==> config.mk <==
export PLATFORM = sky130hd
export DESIGN_NAME = posit_encoder
export DESIGN_NICKNAME = d
export VERILOG_FILES = /design/src/rtl/posit_encoder.sv
export SDC_FILE = /design/constraint.sdc
export NUM_CORES = 1
export LEC_CHECK = 0
export ABC_AREA = 0
export BUFFER_PORTS_ARGS = -buffer_cell sky130_fd_sc_hd__buf_2
export CAP_MARGIN = 20
export CORE_ASPECT_RATIO = 1.4
export CORE_UTILIZATION = 59
export DETAILED_ROUTE_END_ITERATION = 10
export PLACE_DENSITY = 0.85
export SLEW_MARGIN = 10
export SYNTH_ARGS = -nofsm -noshare
export SYNTH_HDL_FRONTEND = slang
export SYNTH_SLANG_ARGS = --single-unit
==> constraint.sdc <==
create_clock -name clk -period 6.1 [get_ports clk]
set_clock_uncertainty 0.15 [all_clocks]
set_input_delay 0.305 -clock clk [delete_from_list [all_inputs] [get_ports clk]]
set_output_delay 0.305 -clock clk [all_outputs]
set_load 0.02 [all_outputs]
==> src/rtl/posit_encoder.sv <==
// posit_encoder
// Pipelined posit packing stage. Takes sign, total scale, normalised mantissa
// and special flags from the posit multiplier datapath and produces an N-bit
// posit. Stage 1 assembles the regime/exponent/fraction body string and makes
// the saturation decision. Stage 2 rounds, clamps and applies the sign.
//
// Configuration macro: POSIT_ENC_RNE_EN
//   defined   -> round-to-nearest-even on the guard/sticky bits
//   undefined -> truncation; saturation and minpos forcing still apply
//
// Ports:
//   clk        rising-edge clock
//   rst_n      asynchronous active-low reset
//   in_valid   input fields valid
//   in_ready   encoder accepts input this cycle (combinational from out_ready)
//   in_sign    result sign
//   in_scale   signed total exponent, regime * 2^ES + exponent
//   in_mant    normalised mantissa, bit 2N-1 is the hidden one
//   in_inf     NaR operand (highest priority)
//   in_zero    zero result
//   out_valid  out_posit valid
//   out_ready  downstream accepts
//   out_posit  encoded posit word
module posit_encoder #(
    parameter int N  = 8,
    parameter int ES = 3,
    parameter int RS = $clog2(N)
) (
    input  logic                 clk,
    input  logic                 rst_n,
    input  logic                 in_valid,
    output logic                 in_ready,
    input  logic                 in_sign,
    input  logic [ES+RS+1:0]     in_scale,
    input  logic [2*N-1:0]       in_mant,
    input  logic                 in_inf,
    input  logic                 in_zero,
    output logic                 out_valid,
    input  logic                 out_ready,
    output logic [N-1:0]         out_posit
);

    localparam int SW = ES + RS + 2;   // scale width
    localparam int BW = 2 * N + ES;    // body register width

    localparam logic signed [SW-1:0] SAT_HI = SW'((N - 2) << ES);
    localparam logic signed [SW-1:0] SAT_LO = -SAT_HI;

    localparam logic [N-1:0] MAXPOS = {1'b0, {(N-1){1'b1}}};
    localparam logic [N-1:0] MINPOS = {{(N-1){1'b0}}, 1'b1};
    localparam logic [N-1:0] NAR    = {1'b1, {(N-1){1'b0}}};

    typedef enum logic [2:0] {
        K_NORM,
        K_MAXPOS,
        K_MINPOS,
        K_NAR,
        K_ZERO
    } kind_e;

    // ------------------------------------------------------------------
    // Flow control
    // ------------------------------------------------------------------
    logic s1_valid;
    logic s1_adv;
    logic s2_adv;

    assign s2_adv   = !out_valid || out_ready;
    assign s1_adv   = !s1_valid || s2_adv;
    assign in_ready = s1_adv;

    // ------------------------------------------------------------------
    // Stage 1: decompose scale into regime k and exponent e, build body
    // ------------------------------------------------------------------
    logic signed [SW-1:0] k;
    logic [SW-1:0]        regime_len;
    logic [SW-1:0]        ones_cnt;
    logic [SW-1:0]        zeros_cnt;
    logic [BW-1:0]        tail_al;
    logic [BW-1:0]        regime_bits;
    logic [BW-1:0]        body_next;
    kind_e                kind_next;
    logic                 unused_hidden;

    // The hidden one is implied by the regime encoding and never stored.
    assign unused_hidden = in_mant[2*N-1];

    assign k = $signed(in_scale) >>> ES;

    always_comb begin
        // NOTE: every variable gets a default first so no path can infer a latch.
        regime_len  = '0;
        ones_cnt    = '0;
        zeros_cnt   = '0;
        regime_bits = '0;
        body_next   = '0;
        kind_next   = K_NORM;

        if (k[SW-1]) begin
            // k < 0: -k zeros then a terminating one
            zeros_cnt   = -k;
            regime_len  = zeros_cnt + SW'(1);
            regime_bits = {1'b1, {(BW-1){1'b0}}} >> zeros_cnt;
        end else begin
            // k >= 0: k+1 ones then a terminating zero (left as zero)
            ones_cnt    = k + SW'(1);
            regime_len  = k + SW'(2);
            regime_bits = ~({BW{1'b1}} >> ones_cnt);
        end

        // Exponent and fraction follow the regime; anything pushed past the
        // end of the body register is dropped.
        tail_al   = {in_scale[ES-1:0], in_mant[2*N-2:0], 1'b0};
        body_next = regime_bits | (tail_al >> regime_len);

        if (in_inf)                          kind_next = K_NAR;
        else if (in_zero)                    kind_next = K_ZERO;
        else if ($signed(in_scale) >= SAT_HI) kind_next = K_MAXPOS;
        else if ($signed(in_scale) <  SAT_LO) kind_next = K_MINPOS;
        else                                 kind_next = K_NORM;
    end

    logic          s1_sign;
    logic [BW-1:0] s1_body;
    kind_e         s1_kind;

    // NOTE: sequential state uses non-blocking assignments so every register
    // samples pre-edge values regardless of block ordering.
    always_ff @(posedge clk or negedge rst_n) begin
        if (!rst_n) begin
            // NOTE: data registers are reset too so out_posit reads 0 out of
            // reset and no stale body can leak after a mid-flight reset.
            s1_valid <= 1'b0;
            s1_sign  <= 1'b0;
            s1_body  <= '0;
            s1_kind  <= K_ZERO;
        end else if (s1_adv) begin
            s1_valid <= in_valid;
            if (in_valid) begin
                s1_sign <= in_sign;
                s1_body <= body_next;
                s1_kind <= kind_next;
            end
        end
    end

    // ------------------------------------------------------------------
    // Stage 2: round, clamp, negate
    // ------------------------------------------------------------------
    logic [N-1:0] mag_trunc;
    logic [N-1:0] mag_sum;
    logic [N-1:0] mag;
    logic [N-1:0] posit_next;
    logic         guard;
    logic         sticky;
    logic         round_up;

    assign mag_trunc = {1'b0, s1_body[BW-1 -: N-1]};
    assign guard     = s1_body[BW-N];
    assign sticky    = |s1_body[BW-N-1:0];

`ifdef POSIT_ENC_RNE_EN
    assign round_up = guard & (mag_trunc[0] | sticky);
`else
    logic unused_grs;
    assign unused_grs = guard ^ sticky;
    assign round_up   = 1'b0;
`endif

    always_comb begin
        mag_sum    = mag_trunc + N'(round_up);
        mag        = mag_sum;
        posit_next = '0;

        // Rounding can carry into the sign position; clamp back to maxpos.
        if (mag_sum[N-1])   mag = MAXPOS;
        // A nonzero value never collapses to zero.
        if (mag_sum == '0)  mag = MINPOS;

        unique case (s1_kind)
            K_MAXPOS: mag = MAXPOS;
            K_MINPOS: mag = MINPOS;
            default:  ;
        endcase

        posit_next = s1_sign ? (~mag + N'(1)) : mag;

        if (s1_kind == K_NAR)  posit_next = NAR;
        if (s1_kind == K_ZERO) posit_next = '0;
    end

    always_ff @(posedge clk or negedge rst_n) begin
        if (!rst_n) begin
            out_valid <= 1'b0;
            out_posit <= '0;
        end else if (s2_adv) begin
            out_valid <= s1_valid;
            if (s1_valid) begin
                out_posit <= posit_next;
            end
        end
    end

endmodule

==> out/metrics.yaml <==
synthesis:
  ys_seq_area_frac: 0.272
  yosys_warnings: 0
  synth-async-reset-ratio: 1.00
  ys.flop_type: "dfrtp_1"
  postSynthRegisterBits: 21
  mappedNetlistArea_um2: 1930
  ys_types: 56
  synth_nets: 270
  synth-edff-count: 0
  avgSynthCellArea_um2: 8.37
  netlist_instances: 231
drt:
  dr_total_vias: 1769
  drt-initial-drc-count: 37
  route.detailed.drc: 0
  routed_wl_um: 4140
  dr.pass1.iters: 4
  via_per_inst: 6.10
  wl_per_cell_um: 14.3
  ant_nets: 0
clock_tree:
  cts_resized: 0
  cts_tree: "yes"
  clk_latency_ns: 0.26
  clockBufferDepth: 2
  htree_levels: 1
  cts_made_buffers: 3
  cts.sink_count: 21
  path_clk_slew_ns: 0.08
  cts_root_buf: "clkbuf_8"
sta:
  finalCritPeriodShare: 0.401
  slew_headroom: 0.437
  tightest_slew_ns: 0.840
  maxSlewViolCount: 0
  min_period_ns: 2.45
  fmax_ghz: 0.409
  hold_viol_final: 0
  fin_tns_setup_ns: 0
  rsz0062_at_grt: "no"
  setup_viol: 0
  setup_slack_ns: 3.65
critical_path:
  start_kind: "primary input"
  startpoint: "in_scale[3]"
  critPathKind: "in2reg"
  cp.required_ns: 6.14
  crit-reg2reg-launch: "s1_body[14]"
  crit_fanout: 17
  crit_path_end_kind: "register"
  crit_arrival_ns: 2.49
  reg2reg_depth: 9
pwr:
  ir_worst_vdd_mv: 0.147
  p_leak_uw: 0.000911
  powerDensity_nw_per_um2: 251
  p_total_uw: 519
placement:
  detailed_place_hpwl_um: 3140
  portBuffers: 28
  pre_cts_slack_ns: 3.45
  place_congestion: 0.959
floorplan:
  die-width_um: 50.4
  ios: 41
  fp.coreArea_um2: 3120
  die_y_um: 69.8
  initial_utilization: 0.619
  dieArea_um2: 3510
  rows: 24
layout:
  drive_gt1_frac: 0.207
  final_common_cell: "buf_2"
  filler_cell_count: 286
  nets: 291
  antenna_cells: 0
  layout_common_cells: "buf_2, nand2_1, nor2_1, dfrtp_1, o21ai_0"
  area_growth_pct: 7.12
global_routing:
  grt_pass1_vias: 1611
  use_met2: 0.484
  grt.busiest_layer: "met2"
  grt_max_degree: 22
  grt_use_met1: 0.255
  grt_pass1_wl_um: 6850
  antenna_found_initial: 0
  grt_use_total: 0.246
  grtUsageMet3: 0.00658
  grt-ovfl-total: 0
outcome:
  status: "completed"
min_path:
  whs_path_depth: 3
  hp-class: "in2reg"
  hold_start: "in_sign"
flow_run:
  maxCapViolCount: 0
-- power by group --
part / leakage (uW) / internal [uW] / switching [uW]
sequential: 0.000244 / 171 / 31.7
combinational: 0.000644 / 97.1 / 128
clock: 0.0000228 / 46.5 / 44.2
-- worst max-delay path, cell delays in order --
cell,delay [ns]
buf_2,0.27
inv_1,0.19
ha_1,0.54
a211o_1,0.18
a31oi_1,0.09
a311oi_2,0.48
o221ai_1,0.24
a21oi_1,0.18
-- area by class of cell --
| class | count | area, um^2 | share of cell area |
|---|---|---|---|
| multi-input combinational | 186 | 1260 | 0.608 |
| sequential | 21 | 527 | 0.254 |
| timing repair buffer | 29 | 150 | 0.0725 |
| tap | 39 | 48.8 | 0.0236 |
| clock buffer | 4 | 45.0 | 0.0217 |
| inverter | 11 | 41.3 | 0.0199 |
-- metal layers --
| metal | vias to the layer above | wire length (um) |
|---|---|---|
| met3 | 10 | 120 |
| li1 | 864 | - |
| met4 | 0 | 114 |
| met2 | 56 | 2310 |
| met5 | - | 0 |
| met1 | 839 | 1600 |
-- flip-flops by register name, summed over array words and instances, names as in the netlist --
register,cells
s1_sign,1
s1_kind,3
s1_valid,1
out_valid,1
out_posit,8
s1_body,7
-- metrics by stage --
stage	util	std cells	hold slack, ns	area, um^2
5_1_grt	0.663	290	0.112	2070
6_report	0.663	290	0.102	2070
2_1_floorplan	-	231	-0.141	1930
4_1_cts	0.663	290	0.0966	2070
3_5_place_dp	0.646	285	0.130	2020
3_3_place_gp	0.646	285	0.118	2020
-- what timing repair did --
| action | 4_1_cts | 5_1_grt |
|---|---|---|
| hold endpoints to repair | 20 | 0 |
| hold buffers | 1 | 0 |
| endpoints found under the setup margin | 0 | 0 |
| setup buffers | 0 | 0 |
-- synth_stat cells, drive strengths merged, types with 2 or more instances --
master / n / share of area
mux2: 4 / 0.023
a21oi: 16 / 0.047
nand3: 5 / 0.013
ha: 8 / 0.052
o21a: 2 / 0.0078
inv: 11 / 0.021
xnor2: 10 / 0.045
o211ai: 2 / 0.0078
or2: 2 / 0.0065
nand4: 3 / 0.0097
nand2b: 5 / 0.016
o22ai: 2 / 0.0065
or3: 2 / 0.0071
nor2: 22 / 0.043
o21ai: 18 / 0.047
nor3: 6 / 0.016
a31oi: 6 / 0.019
a22oi: 2 / 0.0078
xor2: 2 / 0.0091
clkbuf: 6 / 0.032
nor2b: 2 / 0.0065
a22o: 7 / 0.032
a211oi: 2 / 0.0078
nand2: 27 / 0.054
o221ai: 2 / 0.0091
nor3b: 2 / 0.0078
o31ai: 2 / 0.0078
buf: 7 / 0.023
and2: 2 / 0.0071
mux2i: 7 / 0.043
dfrtp: 20 / 0.26
nand3b: 2 / 0.0078
-- kinds of logic (layout without fill, tap and decap cells) --
| family | after synthesis | in the layout | synth area share |
|---|---|---|---|
| compound gates | 68 | 68 | 0.237 |
| xor+xnor | 13 | 13 | 0.0673 |
| buf+inv | 24 | 44 | 0.0763 |
| mux | 12 | 12 | 0.0776 |
| flops | 21 | 21 | 0.272 |
| simple gates | 85 | 85 | 0.217 |
| fa+ha+maj | 8 | 8 | 0.0517 |
-- final timing paths --
| path | end | slack (ns) |
|---|---|---|
| max in group asynchronous | s1_kind[2] | 5.08 |
| min in group asynchronous | out_posit[6] | 0.38 |
| min reg2reg | out_posit[7] | 0.34 |
| min | s1_sign | 0.10 |
| max | s1_body[13] | 3.65 |
| max reg2reg | out_posit[6] | 3.68 |
No activity file was read; power rests on OpenSTA's default activity.
